<file path="config.mk">
export PLATFORM = sky130hd
export DESIGN_NAME = nw_fill_controller
export DESIGN_NICKNAME = d
export VERILOG_FILES = /design/src/rtl/nw_pkg.sv /design/src/rtl/nw_phase_counter.sv /design/src/rtl/nw_fill_controller.sv
export SDC_FILE = /design/constraint.sdc
export NUM_CORES = 1
export LEC_CHECK = 0
export ABC_AREA = 1
export BUFFER_PORTS_ARGS = -buffer_cell sky130_fd_sc_hd__clkbuf_2
export CORE_AREA = 3 3 49 51
export DETAILED_ROUTE_END_ITERATION = 8
export DIE_AREA = 0 0 52 54
export GPL_TIMING_DRIVEN = 0
export MAX_ROUTING_LAYER = met4
export PLACE_DENSITY = 0.81
export SLEW_MARGIN = 20
export SYNTH_ARGS = -nofsm -noshare
export SYNTH_HDL_FRONTEND = slang
export SYNTH_SLANG_ARGS = --single-unit
</file>
<file path="constraint.sdc">
create_clock -name clk -period 3 [get_ports clk]
set_input_delay 0.6 -clock clk [delete_from_list [all_inputs] [get_ports clk]]
set_output_delay 0.6 -clock clk [all_outputs]
set_load 0.01 [all_outputs]
</file>
<file path="src/rtl/nw_pkg.sv">
// nw_pkg: shared state encoding and phase constants for the Needleman-Wunsch fill sequencer
package nw_pkg;
    typedef enum logic [2:0] {IDLE, INIT_ROW, INIT_COL, FILL, DONE} state_t;
    localparam logic [1:0] PH_READ  = 2'd0;
    localparam logic [1:0] PH_CALC  = 2'd1;
    localparam logic [1:0] PH_WRITE = 2'd2;
endpackage

</file>
<file path="src/rtl/nw_phase_counter.sv">
// nw_phase_counter: mod-3 READ/CALC/WRITE counter; ports clk, rst (async low), en, clr (sync), phase, wrap (WRITE cycle with en)
module nw_phase_counter
    import nw_pkg::*;
(
    input  logic       clk,
    input  logic       rst,
    input  logic       en,
    input  logic       clr,
    output logic [1:0] phase,
    output logic       wrap
);
    assign wrap = en && phase == PH_WRITE;
    always_ff @(posedge clk or negedge rst) begin
        if (!rst)
            phase <= PH_READ;
        else if (clr)
            phase <= PH_READ;
        else if (en)
            phase <= wrap ? PH_READ : phase + 2'd1;
    end
endmodule

</file>
<file path="src/rtl/nw_fill_controller.sv">
// nw_fill_controller: sequences boundary init then row-major READ/CALC/WRITE fill; ports clk, rst (async low), start, stall -> busy, done, init_en, rd_en, calc_en, wr_en, row_idx, col_idx, phase
module nw_fill_controller
    import nw_pkg::*;
#(
    parameter int N_ROWS = 8,
    parameter int N_COLS = 8,
    parameter int IDX_W  = 4
) (
    input  logic             clk,
    input  logic             rst,
    input  logic             start,
    input  logic             stall,
    output logic             busy,
    output logic             done,
    output logic             init_en,
    output logic             rd_en,
    output logic             calc_en,
    output logic             wr_en,
    output logic [IDX_W-1:0] row_idx,
    output logic [IDX_W-1:0] col_idx,
    output logic [1:0]       phase
);
    localparam logic [IDX_W-1:0] LR  = IDX_W'(N_ROWS);
    localparam logic [IDX_W-1:0] LC  = IDX_W'(N_COLS);
    localparam logic [IDX_W-1:0] ONE = IDX_W'(1);

    state_t           state, state_n;
    logic [IDX_W-1:0] row_n, col_n;
    logic             fill_go, wrap;

    assign fill_go = state == FILL && !stall;

    nw_phase_counter u_phase (
        .clk  (clk),
        .rst  (rst),
        .en   (fill_go),
        .clr  (state != FILL),
        .phase(phase),
        .wrap (wrap)
    );

    always_ff @(posedge clk or negedge rst) begin
        if (!rst) begin
            state   <= IDLE;
            row_idx <= '0;
            col_idx <= '0;
        end else begin
            state   <= state_n;
            row_idx <= row_n;
            col_idx <= col_n;
        end
    end

    always_comb begin
        state_n = state;
        row_n   = row_idx;
        col_n   = col_idx;
        case (state)
            IDLE: if (start) begin
                state_n = INIT_ROW;
                row_n   = '0;
                col_n   = '0;
            end
            INIT_ROW: if (!stall) begin
                if (col_idx == LC) begin
                    state_n = INIT_COL;
                    row_n   = ONE;
                    col_n   = '0;
                end else
                    col_n = col_idx + ONE;
            end
            INIT_COL: if (!stall) begin
                if (row_idx == LR) begin
                    state_n = FILL;
                    row_n   = ONE;
                    col_n   = ONE;
                end else
                    row_n = row_idx + ONE;
            end
            FILL: if (wrap) begin
                if (col_idx < LC)
                    col_n = col_idx + ONE;
                else if (row_idx < LR) begin
                    row_n = row_idx + ONE;
                    col_n = ONE;
                end else
                    state_n = DONE;
            end
            DONE: begin
                state_n = IDLE;
                row_n   = '0;
                col_n   = '0;
            end
            default: state_n = IDLE;
        endcase
    end

    // Strobes decode the registered state; a stalled cycle issues nothing.
    always_comb begin
        busy    = state != IDLE;
        done    = state == DONE;
        init_en = (state == INIT_ROW || state == INIT_COL) && !stall;
        rd_en   = fill_go && phase == PH_READ;
        calc_en = fill_go && phase == PH_CALC;
        wr_en   = init_en || (fill_go && phase == PH_WRITE);
    end
endmodule

</file>
; Word level (Yosys, flattened, before mapping)
; Cells that the tools add are included.
[word_totals]
out_inout_bits = 16
input_bits = 4
reg_bits = 13
[classes]
addsub = 3
magnitude_cmp = 2
muxes = 29
reduce_logical = 16
n_eq_ne = 19
[ops]
columns = op, count
row1 = $mux W4, 15
row2 = $pmux W4 S5, 2
row3 = $mux W3, 8
row4 = $reduce_and A8 Y1, 2
row5 = $ne A2 B2 Y1 const B, 7
row6 = $pmux W3 S4, 1
row7 = $add A4 B1 Y4 const B, 2
row8 = $eq A4 B4 Y1 const B, 2
row9 = $lt A4 B4 Y1 const B, 2
row10 = $reduce_and A7 Y1, 1
row11 = $eq A3 B2 Y1 const B, 2
row12 = $mux W2, 3
row13 = $logic_and A1 B1 Y1, 5
row14 = $reduce_bool A5 Y1, 1
row15 = $ne A2 B1 Y1 const B, 2
row16 = $eq A3 B1 Y1 const B, 1
row17 = $eq A3 B3 Y1 const B, 1
row18 = $logic_not A3 Y1, 1
row19 = $ne A3 B1 Y1 const B, 1
row20 = $ne A3 B2 Y1 const B, 1
row21 = $reduce_bool A3 Y1, 1
row22 = $add A2 B1 Y2 const B, 1
row23 = $eq A2 B1 Y1 const B, 1
row24 = $eq A2 B2 Y1 const B, 1
row25 = 4 further kinds, 5

; Depth between registers and ports, before layout
; Gate-level depths: netlist of the first run.
[logic_depth]
depth_word = 6
mapped_depth = 9
depth_no_buf = 9

; Modules after synthesis
; From an unflattened synthesis of the first run, not the netlist that was laid out.
[hier_totals]
hier_cells = 156
hier_area_um2 = 1078.5
[modules_own_cells]
columns = mod, instances, area_each_um2, cells_each
row1 = nw_fill_controller, 1, 970.9, 141
row2 = nw_phase_counter, 1, 107.6, 15

; Worst setup path after synthesis of the first run
; Ideal clock, no wire load.
[synth_path]
kind = register to output
startpoint = reg state[0]
endpoint = out wr_en
stages_incl_launch_ff = 6
n_path_buf = 1
required_ns = 2.400
t_arrival_ns = 1.087
path_slack_ns = 1.313
cell_sequence = dfrtp_1 -> nand2_1 -> nor2_2 -> buf_4 -> nand2_1 -> o22ai_1
[synth_via]
elab_chain_cells = 4
elab_cells_between_ends = 8
cone_classes = eq/ne (3) / reduce/logical (5)
[synth_rtl]
columns = item, line
row1 = start: declaration, nw_fill_controller.sv:27  ; state_t state, state_n;
row2 = start signal: assignment, nw_fill_controller.sv:48  ; state <= state_n;
row3 = $eq A3 B1 Y1 (tied with other cells), nw_fill_controller.sv:102  ; init_en = (state == INIT_ROW || state == INIT_COL) && !stall;
row4 = $logic_or A1 B1 Y1 or $logic_and A1 B1 Y1 (tied branches), "nw_fill_controller.sv:102, nw_fill_controller.sv:31"
row5 = "$logic_and A1 B1 Y1, on equally long branches", "nw_fill_controller.sv:102, nw_fill_controller.sv:105"
row6 = $logic_or A1 B1 Y1 (*), nw_fill_controller.sv:105  ; wr_en = init_en || (fill_go && phase == PH_WRITE);
row7 = end: declaration, nw_fill_controller.sv:18  ; output logic wr_en,
; Every way passes the cells marked *; elsewhere a longest branch is shown, timed or not.

; Worst setup path in the final report of the first run
; Ends and elaborated chain as after synthesis.

==> reports/results.tsv, run 1 <==
metric	value	unit
setup TNS	0	ns
Unique masters post-synth	18	
Fmax	0.456	GHz
Worst-Margin Slew	0.337	ns
largest net degree at the start of global routing	14	
Resized cells post-CTS	0	
utilization after layout	58.5	%
critical path data arrival time	1.59	ns
Max Cap Viol	0	
Layout Cells excl Fill	201	
status	complete, no violations	
setup bufs post-CTS	0	
ant diodes	0	
dpl cells	197	
Nets	184	
Die ar.	0.00281	sq mm
Area Overhead vs Synth	15.5	%
Routed WL per cell	11.3	microns
synthesis-stage register bit count	13	
fill count	193	
crit end category	output pin	
H-Tree Depth	1	
DR vias/cell	5.09	
CTS Buf Count	3	
initial antenna violation count	0	
die height	54	microns
final hold violations	0	
pre-CTS setup slack	1.11	ns
# IOs	20	
CP max stage delay	0.46	ns
Clock Sink Count	13	
unrepaired setup endpoints after global routing	no	
Worst EP required	2.40	ns
Die X	52	microns
Power Density	929	mW/mm^2
Initial DRC Count	26	
Final min period	2.19	ns
WS Path Type	flip-flop to output pin	
router iterations before antenna repair	4	
Slew HR	77.5	%
Clock Skew	0.00420	ns
Cells after Synth	151	
post-route ant nets	0	
Setup Viol. Count Final	0	
Hold Buf Count CTS	0	
area leader, netlist	dfrtp_1	
CP most frequent cell	nand2_1	
Total GRT Usage	18.9	%
syn nets	160	
Pwr Total	1.08	mW
most frequent cells in the layout	52 x nand2_1, 26 x nand3_1, 19 x inv_1, 19 x clkbuf_2, 13 x dfrtp_1	
total wire length	2.27	mm
final worst setup slack	0.807	ns
crit share post-route	73.1	%
CTS tree	built	
worst-path maximum fanout	10	
worst-case reg-to-reg path depth	9	
layout cells sized above 1	23.0	%
worst-path cell chain	nand2_1 -> nor2_2 -> buf_4 -> nand2_1 -> o22ai_1 -> clkbuf_2	
CTS clk-pin slew, worst paths	0.08	ns
via count	1023	
RD Place Congestion	0.852	
largest cells by area after synthesis	dfrtp_1 32%, nand2_1 19%, nand3_1 13%, inv_1 7.1%, ha_1 6.2%	
Synth top area share	32.4	%
Starting Density	50.6	%
Synth Cell Area	0.00100	sq mm
syn_area_per_cell	6.65	sq um
vias in the first global route	908	
commonest non-fill, non-tap cell in the layout	nand2_1	
Core Area	0.00198	sq mm
Overflow after GRT	0	
number of synthesis warnings	0	
CTS root buf	clkbuf_4	
Hold Crit Class	input pin to asynchronous set/reset pin	
clk_lat worst skew	0.27	ns
critical path launch point type	flip-flop	
Reg area	325	sq um
first-pass GRT wire length	3.78	mm
Cell Rows	16	
DR DRC count	0	
final slew viol count	0	
sequential share of the synthesized area	32.4	%
port buffer count	19	
leak pwr	0.656	nW
HPWL Detailed	1.76	mm
clk buf depth	2	
Multi-input gate area	596	sq um
slowest CP cell	dfrtp_1	
worst vdd ir	0.000503	V
## cell usage after synthesis
master    n
nor2_1    6
o22ai_1   3
inv_1    19
nor3_1    1
nand2_1  52
dfrtp_1  13
nand2_2   7
inv_2     1
a21oi_1   2
nand4_1   1
ha_1      5
xor2_1    1
o21ai_2   1
o21ai_0   4
nand3_1  26
nor2_8    1
nor2_2    7
buf_4     1
## per-stage QoR
stage / cell area, sq um / hold slack [ns]
global route: 1160 / 0.206
floorplan: 1000 / 0.304
detailed placement: 1130 / 0.515
CTS: 1160 / 0.217
finish: 1160 / 0.208
global placement: 1130 / 0.509
## critical path, delay by kind of cell (launching register included)
family	cells	cell delay (ns)
buf+inv	2	0.34
simple gates	3	0.35
flops	1	0.46
compound gates	1	0.17
## where the power goes
part / internal (mW) / switching [mW]
clock: 0.0515 / 0.0561
combinational: 0.227 / 0.445
sequential: 0.225 / 0.0721
total: 0.504 / 0.573
## worst paths after layout
check | startpoint | to | slack (ns)
max in group asynchronous | rst | row_idx[0] | 2.54
hold reg to reg | col_idx[0] | col_idx[0] | 0.55
min in group clk | col_idx[0] | col_idx[0] | 0.55
setup reg to reg | row_idx[0] | col_idx[3] | 1.36
setup / recovery | state[0] | wr_en | 0.81
hold / removal | rst | state[0] | 0.21
## cell type report
type,instances,area share (%)
Multi-Input combinational cell,117,51.4
Sequential cell,13,28.1
Timing Repair Buffer,19,8.21
Inverter,20,6.48
Tap cell,27,2.92
Clock buffer,4,2.27
Buffer,1,0.648
## flip-flops by register name, indices dropped and copies added (netlist names)
register / count
state: 3
u_phase.phase: 2
col_idx: 4
row_idx: 4
## per-layer routing
metal  vias to the layer above  track usage, %  part of all wire, %
met5                         -               -                    0
met2                        25            31.8                   49
li1                        530               -                    -
met3                         5            3.32                  4.3
met4                         0            7.86                  1.6
met1                       463            22.2                   45
## cells by family (layout without fill, tap and decap cells)
family	Yosys count	after routing	share of synthesized area [%]
AND/OR/NAND/NOR	101	101	46.5
AO/OA/AOI/OAI	10	10	5.74
flip-flops	13	13	32.4
XOR/XNOR	1	1	0.873
buffers and inverters	21	44	8.23
adder cells (fa/ha/maj)	5	5	6.23
Note: power is estimated with default switching activity, not from simulation.
==> run 2: changes to the inputs <==
--- a/config.mk
+++ b/config.mk
@@ -7,9 +7,9 @@
 export LEC_CHECK = 0
 export ABC_AREA = 1
 export BUFFER_PORTS_ARGS = -buffer_cell sky130_fd_sc_hd__clkbuf_2
-export CORE_AREA = 3 3 49 51
+export CORE_AREA = 3 3 50 52
 export DETAILED_ROUTE_END_ITERATION = 8
-export DIE_AREA = 0 0 52 54
+export DIE_AREA = 0 0 53 55
 export GPL_TIMING_DRIVEN = 0
 export MAX_ROUTING_LAYER = met4
 export PLACE_DENSITY = 0.81
==> constraint.sdc (replaced) <==
create_clock -name clk -period 2 [get_ports clk]
set_input_delay 0.4 -clock clk [delete_from_list [all_inputs] [get_ports clk]]
set_output_delay 0.4 -clock clk [all_outputs]
set_load 0.01 [all_outputs]
==> reports/results.tsv, run 2 (same netlist as run 1, synthesis figures left out) <==
metric	value	unit	change
via count	1076		+5.2%
post-route cell area	0.00122	sq mm	+5.7%
Final min period	1.90	ns	
Pwr Total	1.74	mW	+61%
slowest CP cell	dfrtp_2		
utilization after layout	57.0	%	-1.4 points
commonest non-fill, non-tap cell in the layout	nand2_1		
status	complete, no violations		
router iterations before antenna repair	4		unchanged
Setup Viol. Count Final	0		unchanged
Clock Sink Count	13		unchanged
Power Density	1420	mW/mm^2	+53%
Area Overhead vs Synth	22.1	%	
layout cells sized above 1	29.2	%	+6.2 points
Initial DRC Count	30		+15%
CP max stage delay	0.46	ns	about the same
Fmax	0.526	GHz	
die height	55	microns	+1.9%
CTS tree	built		
Hold Crit Class	input pin to asynchronous set/reset pin		
H-Tree Depth	1		unchanged
Slew HR	76.2	%	-1.3 points
DR vias/cell	5.22		+2.6%
Overflow after GRT	0		unchanged
final hold violations	0		unchanged
Worst EP required	1.60	ns	-0.80 ns
vias in the first global route	991		+9.1%
Layout Cells excl Fill	206		+2.5%
Total GRT Usage	19.2	%	+0.28 points
DR DRC count	0		unchanged
Clock Skew	0.00603	ns	+0.00183 ns
post-route ant nets	0		unchanged
most frequent cells in the layout	50 x nand2_1, 25 x nand3_1, 18 x clkbuf_2		
crit end category	output pin		
Die ar.	0.00292	sq mm	+3.8%
Die X	53	microns	+1.9%
dpl cells	198		+0.51%
clk_lat worst skew	0.28	ns	about the same
Nets	188		+2.2%
Cell Rows	17		+1
critical path launch point type	flip-flop		
Starting Density	46.7	%	-3.9 points
worst-path maximum fanout	6		-4
HPWL Detailed	1.85	mm	+4.9%
worst-path cell chain	buf_4 -> inv_2 -> nand3_4 -> nand2_1 -> inv_1 -> o22ai_1 -> buf_2		
worst vdd ir	0.000624	V	+24%
first-pass GRT wire length	4.00	mm	+5.8%
largest net degree at the start of global routing	14		unchanged
clk buf depth	2		unchanged
total wire length	2.43	mm	+7.1%
initial antenna violation count	0		unchanged
fill count	201		+4.1%
critical path data arrival time	1.50	ns	-0.09 ns
Routed WL per cell	11.8	microns	+4.5%
Placed Area	0.00113	sq mm	+0.11%
CTS Buf Count	3		unchanged
RD Place Congestion	0.884		+3.8%
crit share post-route	95.1	%	
port buffer count	19		unchanged
Top Registers	col_idx x4, row_idx x4, state x3		
leak pwr	0.676	nW	+3.2%
Max Cap Viol	0		unchanged
ant diodes	0		unchanged
worst hold margin	0.00654	ns	-0.202 ns
final slew viol count	0		unchanged
CTS root buf	clkbuf_4		
WS Path Type	flip-flop to output pin		
Core Area	0.00215	sq mm	+8.4%
# IOs	20		unchanged
Worst-Margin Slew	0.357	ns	+0.0201 ns
CTS clk-pin slew, worst paths	0.09	ns	about the same
## run 2: routing by layer
metal	global-route usage, %	vias up	wire, microns
li1	-	535	-
met1	21.1	508	1020
met2	33.9	25	1260
met3	3.22	8	98
met4	8.94	0	55
met5	-	-	0
## run 2: worst paths after layout
| path | from | endpoint | slack [ns] | cells past startpoint |
|---|---|---|---|---|
| setup / recovery | state[1] | wr_en | 0.1 | 7 |
| hold / removal | rst | u_phase.phase[0] | 0.007 | 1 |
| setup reg to reg | col_idx[0] | row_idx[1] | 0.39 | 9 |
| hold reg to reg | col_idx[0] | col_idx[0] | 0.56 | 2 |
| max in group asynchronous | rst | state[1] | 1.72 | 1 |
| min in group clk | stall | u_phase.phase[1] | 0.47 | 3 |
## run 2: timing repair
item                       CTS  global route
pin swaps                    0             2
cloned                       0             0
resized for setup            2            11
setup buffers                0             4
hold buffers                 0             0
setup endpoints to repair    1             4
## run 2: report_power, final
part           switching [mW]  internal, mW
sequential              0.112         0.342
clock                  0.0939        0.0775
combinational           0.702         0.408
## run 2: layout make-up
class	instances	area [sq um]	area share, %
well taps	28	35.0	2.86
flip-flops and latches	13	329	26.9
clock buffers	4	26.3	2.15
repair buffers	23	125	10.2
inverters	20	75.1	6.13
plain buffers	1	11.3	0.919
multi-input cells	117	623	50.9
## run 2: through the flow
stage,setup slack [ns],setup TNS (ns)
after floorplan,0.513,0
after global placement,0.328,0
after detailed placement,0.289,0
after CTS,0.0117,0
after global routing,-0.00227,-0.00227
final,0.0972,0
## run 2: critical path, delay by kind of cell, from the launching register on
family | cells | cell delay, ns
AO/OA/AOI/OAI | 1 | 0.12
buffers and inverters | 4 | 0.44
AND/OR/NAND/NOR | 2 | 0.20
flip-flops | 1 | 0.46
